--- config.mk ---
export PLATFORM = sky130hd
export DESIGN_NAME = tdes_output_buffer
export DESIGN_NICKNAME = d
export VERILOG_FILES = /design/src/rtl/tdes_pkg.sv /design/src/rtl/tdes_block_fifo.sv /design/src/rtl/tdes_output_buffer.sv
export SDC_FILE = /design/constraint.sdc
export NUM_CORES = 1
export LEC_CHECK = 0
export BUFFER_PORTS_ARGS = -buffer_cell sky130_fd_sc_hd__buf_4
export CAP_MARGIN = 30
export CORE_UTILIZATION = 54
export CTS_BUF_LIST = sky130_fd_sc_hd__clkbuf_4 sky130_fd_sc_hd__clkbuf_8
export DETAILED_ROUTE_END_ITERATION = 8
export GPL_ROUTABILITY_DRIVEN = 0
export PLACE_DENSITY = 0.74
export SLEW_MARGIN = 20
export SYNTH_ARGS = -nofsm -noshare
export SYNTH_HDL_FRONTEND = slang
export SYNTH_SLANG_ARGS = --single-unit
--- constraint.sdc ---
create_clock -name clk -period 6.8 [get_ports clk]
set_input_delay 0 -clock clk [delete_from_list [all_inputs] [get_ports clk]]
set_output_delay 0 -clock clk [all_outputs]
set_load 0.02 [all_outputs]
--- src/rtl/tdes_pkg.sv ---
// Shared types and widths for the three-DES output stage.
package tdes_pkg;

  localparam int unsigned BLOCK_W = 64;
  localparam int unsigned WORD_W  = 32;

  typedef logic [BLOCK_W-1:0] tdes_block_t;

  typedef enum logic {
    PH_HI = 1'b0,
    PH_LO = 1'b1
  } phase_e;

endpackage

--- src/rtl/tdes_block_fifo.sv ---
// Circular block buffer; a push while full is accepted only alongside a pop.
module tdes_block_fifo
  import tdes_pkg::*;
#(
  parameter int unsigned DEPTH = 4
) (
  input  logic                     clk,
  input  logic                     rst,
  input  logic                     push,
  input  tdes_block_t              push_data,
  input  logic                     pop,
  output tdes_block_t              head,
  output logic [$clog2(DEPTH):0]   count,
  output logic                     full,
  output logic                     empty
);

  localparam int unsigned PtrW = $clog2(DEPTH);
  localparam logic [PtrW:0] FullCnt = (PtrW + 1)'(DEPTH);

  tdes_block_t     mem_q [DEPTH];
  logic [PtrW-1:0] wr_ptr_q, wr_ptr_d;
  logic [PtrW-1:0] rd_ptr_q, rd_ptr_d;
  logic [PtrW:0]   count_q, count_d;
  logic            do_push, do_pop;

  assign full    = (count_q == FullCnt);
  assign empty   = (count_q == '0);
  assign do_pop  = pop && !empty;
  // When full, the slot under wr_ptr is the head being popped this cycle.
  assign do_push = push && (!full || do_pop);

  always_comb begin
    wr_ptr_d = wr_ptr_q;
    rd_ptr_d = rd_ptr_q;
    count_d  = count_q;
    if (do_push) wr_ptr_d = wr_ptr_q + PtrW'(1);
    if (do_pop)  rd_ptr_d = rd_ptr_q + PtrW'(1);
    unique case ({do_push, do_pop})
      2'b10:   count_d = count_q + (PtrW + 1)'(1);
      2'b01:   count_d = count_q - (PtrW + 1)'(1);
      default: count_d = count_q;
    endcase
  end

  always_ff @(posedge clk or posedge rst) begin
    if (rst) begin
      wr_ptr_q <= '0;
      rd_ptr_q <= '0;
      count_q  <= '0;
    end else begin
      wr_ptr_q <= wr_ptr_d;
      rd_ptr_q <= rd_ptr_d;
      count_q  <= count_d;
    end
  end

  always_ff @(posedge clk) begin
    if (do_push) mem_q[wr_ptr_q] <= push_data;
  end

  assign head  = mem_q[rd_ptr_q];
  assign count = count_q;

endmodule

--- src/rtl/tdes_output_buffer.sv ---
// Queues 64-bit cipher results and streams them as HI then LO 32-bit words.
module tdes_output_buffer
  import tdes_pkg::*;
#(
  parameter int unsigned DEPTH = 4
) (
  input  logic                     clk,
  input  logic                     rst,
  input  logic                     data_ready,
  input  logic [BLOCK_W-1:0]       data_in,
  output logic                     out_valid,
  input  logic                     out_ready,
  output logic [WORD_W-1:0]        out_data,
  output logic                     out_last,
  output logic [$clog2(DEPTH):0]   level,
  output logic                     overflow,
  input  logic                     clear_overflow
);

  phase_e      phase_q, phase_d;
  logic        overflow_q, overflow_d;
  tdes_block_t head;
  logic        full, empty;
  logic        xfer, pop_block, drop;

  tdes_block_fifo #(
    .DEPTH (DEPTH)
  ) u_fifo (
    .clk       (clk),
    .rst       (rst),
    .push      (data_ready),
    .push_data (data_in),
    .pop       (pop_block),
    .head      (head),
    .count     (level),
    .full      (full),
    .empty     (empty)
  );

  assign out_valid = !empty;
  assign xfer      = out_valid && out_ready;
  assign pop_block = xfer && (phase_q == PH_LO);
  assign drop      = data_ready && full && !pop_block;

  always_comb begin
    phase_d    = phase_q;
    overflow_d = overflow_q;
    if (xfer) phase_d = (phase_q == PH_HI) ? PH_LO : PH_HI;
    // A drop in the same cycle as a clear keeps the flag set.
    if (drop) begin
      overflow_d = 1'b1;
    end else if (clear_overflow) begin
      overflow_d = 1'b0;
    end
  end

  always_ff @(posedge clk or posedge rst) begin
    if (rst) begin
      phase_q    <= PH_HI;
      overflow_q <= 1'b0;
    end else begin
      phase_q    <= phase_d;
      overflow_q <= overflow_d;
    end
  end

  always_comb begin
    out_data = '0;
    out_last = 1'b0;
    if (!empty) begin
      unique case (phase_q)
        PH_HI: out_data = head[BLOCK_W-1:WORD_W];
        PH_LO: begin
          out_data = head[WORD_W-1:0];
          out_last = 1'b1;
        end
        default: out_data = '0;
      endcase
    end
  end

  assign overflow = overflow_q;

endmodule

* Yosys cells after proc, flatten, opt, wreduce, memory -nomap -nowiden
Memories as Yosys holds them, arrays and structs flattened.
Cells that the tools add are included.
** Operators by class
- Add/subtract/negate cells :: 4
- Eq/ne operators :: 3
- Multiplexer cells :: 10
- Bitwise operators :: 1
- Reductions and logical operators :: 13
** Operators by type and width (number)
- $pmux 32 s2 :: 1
- $mux 32 :: 1
- $mux 1 :: 7
- $logic_and 1x1->1 :: 6
- $pmux 3 s2 :: 1
- $add 2x1->2 const B :: 2
- $reduce_bool 2->1 :: 2
- $add 3x1->3 const B :: 1
- $eq 3x3->1 const B :: 1
- $logic_not 1->1 :: 3
- $logic_not 3->1 :: 1
- $sub 3x1->3 const B :: 1
- $eq 2x1->1 const B :: 1
- $eq 2x2->1 const B :: 1
- $logic_or 1x1->1 :: 1
- $not 1->1 :: 1
** Word-level totals
- Register bits :: 9
- Bits in writable memories :: 256
- Input port bits :: 69
- Logic and storage cells :: 37
- Memories kept :: 1
** Memory list
- u_fifo.mem_q :: words 4, bits a word 64, read ports 1, clocked after memory_dff 0, write ports 1, RTL line tdes_block_fifo.sv:21 : tdes_block_t mem_q [DEPTH];

* Logic depth before layout (Yosys ltp)
- Depth after elaboration :: 9
- Depth in mapped cells :: 9
- Mapped depth without buffers :: 9

* Hierarchy
Synthesis repeated with hierarchy kept, for this count alone.
** Unflattened totals
- Cells, all modules :: 456
- Area, all modules :: 10282.4 um^2
** By module, submodules not included
- tdes_block_fifo :: times used 1, cells each 373, area an instance 9649.3 um^2, sequential area each 7862.5 um^2
- tdes_output_buffer :: times used 1, cells each 83, area an instance 633.1 um^2, sequential area each 50.0 um^2

* Least setup slack after synthesis
OpenSTA, ideal clock, no wires.
- Path kind :: register -> register
- From :: reg u_fifo.count_q[0] (netlist: u_fifo.count[0])
- To :: mem u_fifo.mem_q[0][0] in the netlist's numbering (enable)
- Library setup time :: 429 ps
- Arrival time :: 2490 ps
- Required time :: 6371 ps
- Path slack :: 3881 ps
- Stages on the path, launching flop included :: 4
- Buffers on the path :: 0
- Period minus slack after synthesis :: 2919 ps
- Cells stage by stage :: dfrtp_1 nor2_1 a31oi_2 and2_1
** On the way
- Longest elaborated chain between the ends :: 9
- Elaborated cells on any way between the ends :: 11
- Those cells by class :: 1 x eq/ne; 2 x mux; 8 x reduce/logical
** Ends and longest elaborated chain
- start: declaration :: RTL line tdes_block_fifo.sv:24 : logic [PtrW:0] count_q, count_d;
- start signal: assignment :: RTL line tdes_block_fifo.sv:54 : count_q <= count_d;
- $logic_not 3->1 :: RTL line tdes_block_fifo.sv:28 : assign empty = (count_q == '0);
- $logic_not 1->1 :: RTL line tdes_block_fifo.sv:29, tdes_output_buffer.sv:40
- $logic_and 1x1->1 :: RTL line tdes_output_buffer.sv:41 : assign xfer = out_valid && out_ready;
- $logic_and 1x1->1 :: RTL line tdes_output_buffer.sv:42 : assign pop_block = xfer && (phase_q == PH_LO);
- $logic_and 1x1->1 :: RTL line tdes_block_fifo.sv:29 : assign do_pop = pop && !empty;
- $logic_or 1x1->1 (*) :: RTL line tdes_block_fifo.sv:31 : assign do_push = push && (!full || do_pop);
- $logic_and 1x1->1 (*) :: RTL line tdes_block_fifo.sv:31
- $mux 1 (*) :: RTL line tdes_block_fifo.sv:59 : if (do_push) mem_q[wr_ptr_q] <= push_data;
- $mux 1 (not written as such) (*) :: RTL line tdes_block_fifo.sv:59
- end: declaration :: RTL line tdes_block_fifo.sv:21
Mark *: on every way between the ends. The rest lies on a longest branch, timed or not.

* Worst setup path after layout
- From :: reg u_fifo.rd_ptr_q[0]
- To :: out out_data[4]
** On the way
- Longest elaborated chain between the ends :: 3
** Ends and longest elaborated chain
- start: declaration :: RTL line tdes_block_fifo.sv:23 : logic [PtrW-1:0] rd_ptr_q, rd_ptr_d;
- start signal: assignment :: RTL line tdes_block_fifo.sv:53 : rd_ptr_q <= rd_ptr_d;
- $mem_v2 4x64
- $pmux 32 s2 :: RTL line tdes_output_buffer.sv:71 : unique case (phase_q)
- $mux 32 :: RTL line tdes_output_buffer.sv:70 : if (!empty) begin
- end: declaration :: RTL line tdes_output_buffer.sv:13 : output logic [WORD_W-1:0] out_data,
Every way passes these cells.

==> summary.txt <==
Logic synthesis
  – Syn nets: 498
  – Yosys reg bits: 265
  – Mapped Cells: 423
  – Syn avg cell area: 24.0 um2
  – Synth warn: 0
  – Top FF cell, synth: edfxtp_1
  – Post-synth EDFFs: 256
  – Async SR Flop Fraction: 0.0340
  – Post-synthesis cell area: 0.0102 mm2
  – Register area share after synthesis: 0.779
  – Yosys cell types: 28

Floorplanning
  – Core Area: 0.0182 mm2
  – Die Span Y: 139 um
  – I/O pins: 107
  – Initial Utilization: 0.558
  – Die width: 139 um
  – FP Rows: 49
  – Die area: 0.0194 mm2

Worst setup path
  – Critical path class: register to output port
  – CP max stage cell: buf_4
  – CP arrival: 3100 ps
  – Worst Path Max Fanout: 43
  – R2R Setup Slk: 4050 ps
  – Slowest stage delay, CP: 750 ps
  – Worst path cell trace: buf_4 > mux4_1 > a22o_1 > buf_4
  – CP Launch Type: register
  – CP endpoint kind: output port
  – Most used cell, CP: buf_4
  – CP Data Required Time: 6800 ps
  – R2R depth: 8

Layout
  – Fin nets: 702
  – Syn-to-layout area delta: 24.7%
  – Commonest non-fill, non-tap cell in the layout: edfxtp_1
  – # fillers: 1120
  – N_diodes: 0
  – Share of cells above drive strength 1: 0.362
  – Most frequent cells in the layout: edfxtp_1 (256), buf_4 (108), dlygate4sd3_1 (70), mux4_2 (52), clkbuf_8 (41)

CTS
  – Root Buffer: clkbuf_8
  – CTS Buffer Depth: 3
  – Num CTS Buffers: 41
  – CTS tree: done
  – CTS H-tree depth: 2
  – Skew-Pair Late Insertion Delay: 520 ps
  – CTS clock-pin slew for the worst setup and hold paths: 60 ps
  – Clock Sinks: 265
  – # Post-CTS Setup Buffers: 0

STA
  – Clock skew: 10.4 ps
  – Final Hold Viols: 0
  – Top achievable clock speed: 323 MHz
  – Worst Tran Pin Value: 934 ps
  – RSZ-0062 raised after global routing: no
  – Setup TNS: 0 ps
  – WHS: 210 ps
  – Final Max Tran Viols: 0
  – Setup violators final: 0
  – Fin crit share: 0.456
  – Min cycle time layout: 3100 ps
  – Max-slew headroom: 0.378

GRT
  – Met2 usage: 0.355
  – Initial antenna violation count: 0
  – Largest net degree at the start of global routing: 65
  – Vias in the first global route: 5476
  – GR peak layer: met2
  – Met1 Usage GRT: 0.273
  – Grt ovf: 0
  – First-pass GRT wire length: 30100 um
  – Total track usage: 0.209
  – Met3 global-route usage: 0.0404

Drt
  – Drt first pass iters: 6
  – Vias per cell: 5.67
  – Via count: 5021
  – Routed WL per cell: 21.8 um
  – Total length of routed wires: 19300 um
  – Drc violations: 6
  – DRT iter0 DRCs: 333
  – Final ANT Viol Nets: 0

Pwr
  – Leak: 4.47 nW
  – P per Cell Area: 434 mW/mm2
  – Worst VDD drop: 0.000260 V

Worst hold path
  – Worst min path class: input port to register
  – Worst hold path cell count: 2

Run status
  – Status: finished with violations
  – Failing checks: design-rule violations

Flow run
  – MaxCap Viol Count: 0

Placed design
  – Port buffer count: 106
  – HPWL after DPL: 10700 um
[synthesized netlist by cell type, types with 2 or more instances]
cell,count,area share
xor2_1,3,0.0026
ha_1,5,0.0062
buf_6,7,0.0078
mux4_2,52,0.12
buf_2,8,0.0039
mux4_1,12,0.031
edfxtp_1,256,0.76
nand2_1,2,0.00074
a22o_1,32,0.028
nor2_1,2,0.00074
xnor2_1,4,0.0034
inv_1,9,0.0033
clkbuf_1,4,0.0015
and2_1,5,0.0031
dfrtp_1,9,0.022
[state kept, by name (all words and copies together) (netlist names)]
name,count
u_fifo.mem_q,256
phase_q,1
u_fifo.count,3
u_fifo.wr_ptr_q,2
u_fifo.rd_ptr_q,2
overflow,1
[area by class of cell]
cell class	instances	area (um2)	area share
Sequential cell	265	7920	0.625
Timing Repair Buffer	183	1620	0.128
Tap cell	229	287	0.0226
Multi-Input combinational cell	127	2050	0.162
Inverter	9	33.8	0.00267
Clock inverter	24	140	0.0111
Clock buffer	49	624	0.0493
[through the flow]
| stage | area, um2 | utilization | setup slack, ps | power, mW | cells |
|---|---|---|---|---|---|
| 6_report | 12700 | 0.696 | 3700 | 5.50 | 886 |
| 5_1_grt | 12700 | 0.696 | 3470 | 5.75 | 886 |
| 2_1_floorplan | 10200 | - | 3880 | 3.64 | 423 |
| 3_5_place_dp | 11100 | 0.612 | 4100 | 4.25 | 740 |
| 3_3_place_gp | 11100 | 0.610 | 4190 | 4.19 | 738 |
| 4_1_cts | 12600 | 0.692 | 3580 | 5.53 | 883 |
[power by group]
| group | total (mW) | leakage [nW] | switching, mW | internal [mW] |
|---|---|---|---|---|
| Sequential | 2.33 | 2.45 | 0.164 | 2.16 |
| Clock | 1.23 | 0.401 | 0.584 | 0.649 |
| Combinational | 1.94 | 1.62 | 1.01 | 0.929 |
| Total | 5.50 | 4.47 | 1.76 | 3.74 |
[cells by family (layout without fill, tap and decap cells)]
kind of cell	Yosys count	count (layout)	synth area share
AO/OA/AOI/OAI	35	35	0.0302
adder cells (fa/ha/maj)	6	6	0.00813
AND/OR/NAND/NOR	13	13	0.00813
multiplexers	66	66	0.148
XOR/XNOR	7	7	0.00603
flip-flops	265	265	0.779
buffers and inverters	31	265	0.0203
[critical path, delay by kind of cell (launching register included)]
| kind | cells | cell delay, ps |
|---|---|---|
| compound gates | 1 | 260 |
| buf+inv | 2 | 910 |
| flops | 1 | 710 |
| mux | 1 | 670 |
[per-layer routing]
metal	share of wire	vias to the layer above
met5	0	-
met4	0.020	0
met3	0.043	35
met2	0.52	137
met1	0.41	2625
li1	-	2224
[final timing paths]
path | from | endpoint
setup / recovery | u_fifo.rd_ptr_q[0] | out_data[4]
hold / removal | data_in[2] | u_fifo.mem_q[2][2]
setup reg to reg | u_fifo.count[0] | u_fifo.count[2]
hold reg to reg | u_fifo.wr_ptr_q[1] | u_fifo.wr_ptr_q[1]
max in group asynchronous | rst | u_fifo.rd_ptr_q[0]
min in group asynchronous | rst | u_fifo.wr_ptr_q[0]
[repair_timing]
action,4_1_cts,5_1_grt
hold buffers,70,0
hold endpoints to repair,271,0
resized for setup,0,0
Note: power is estimated with default switching activity, not from simulation.
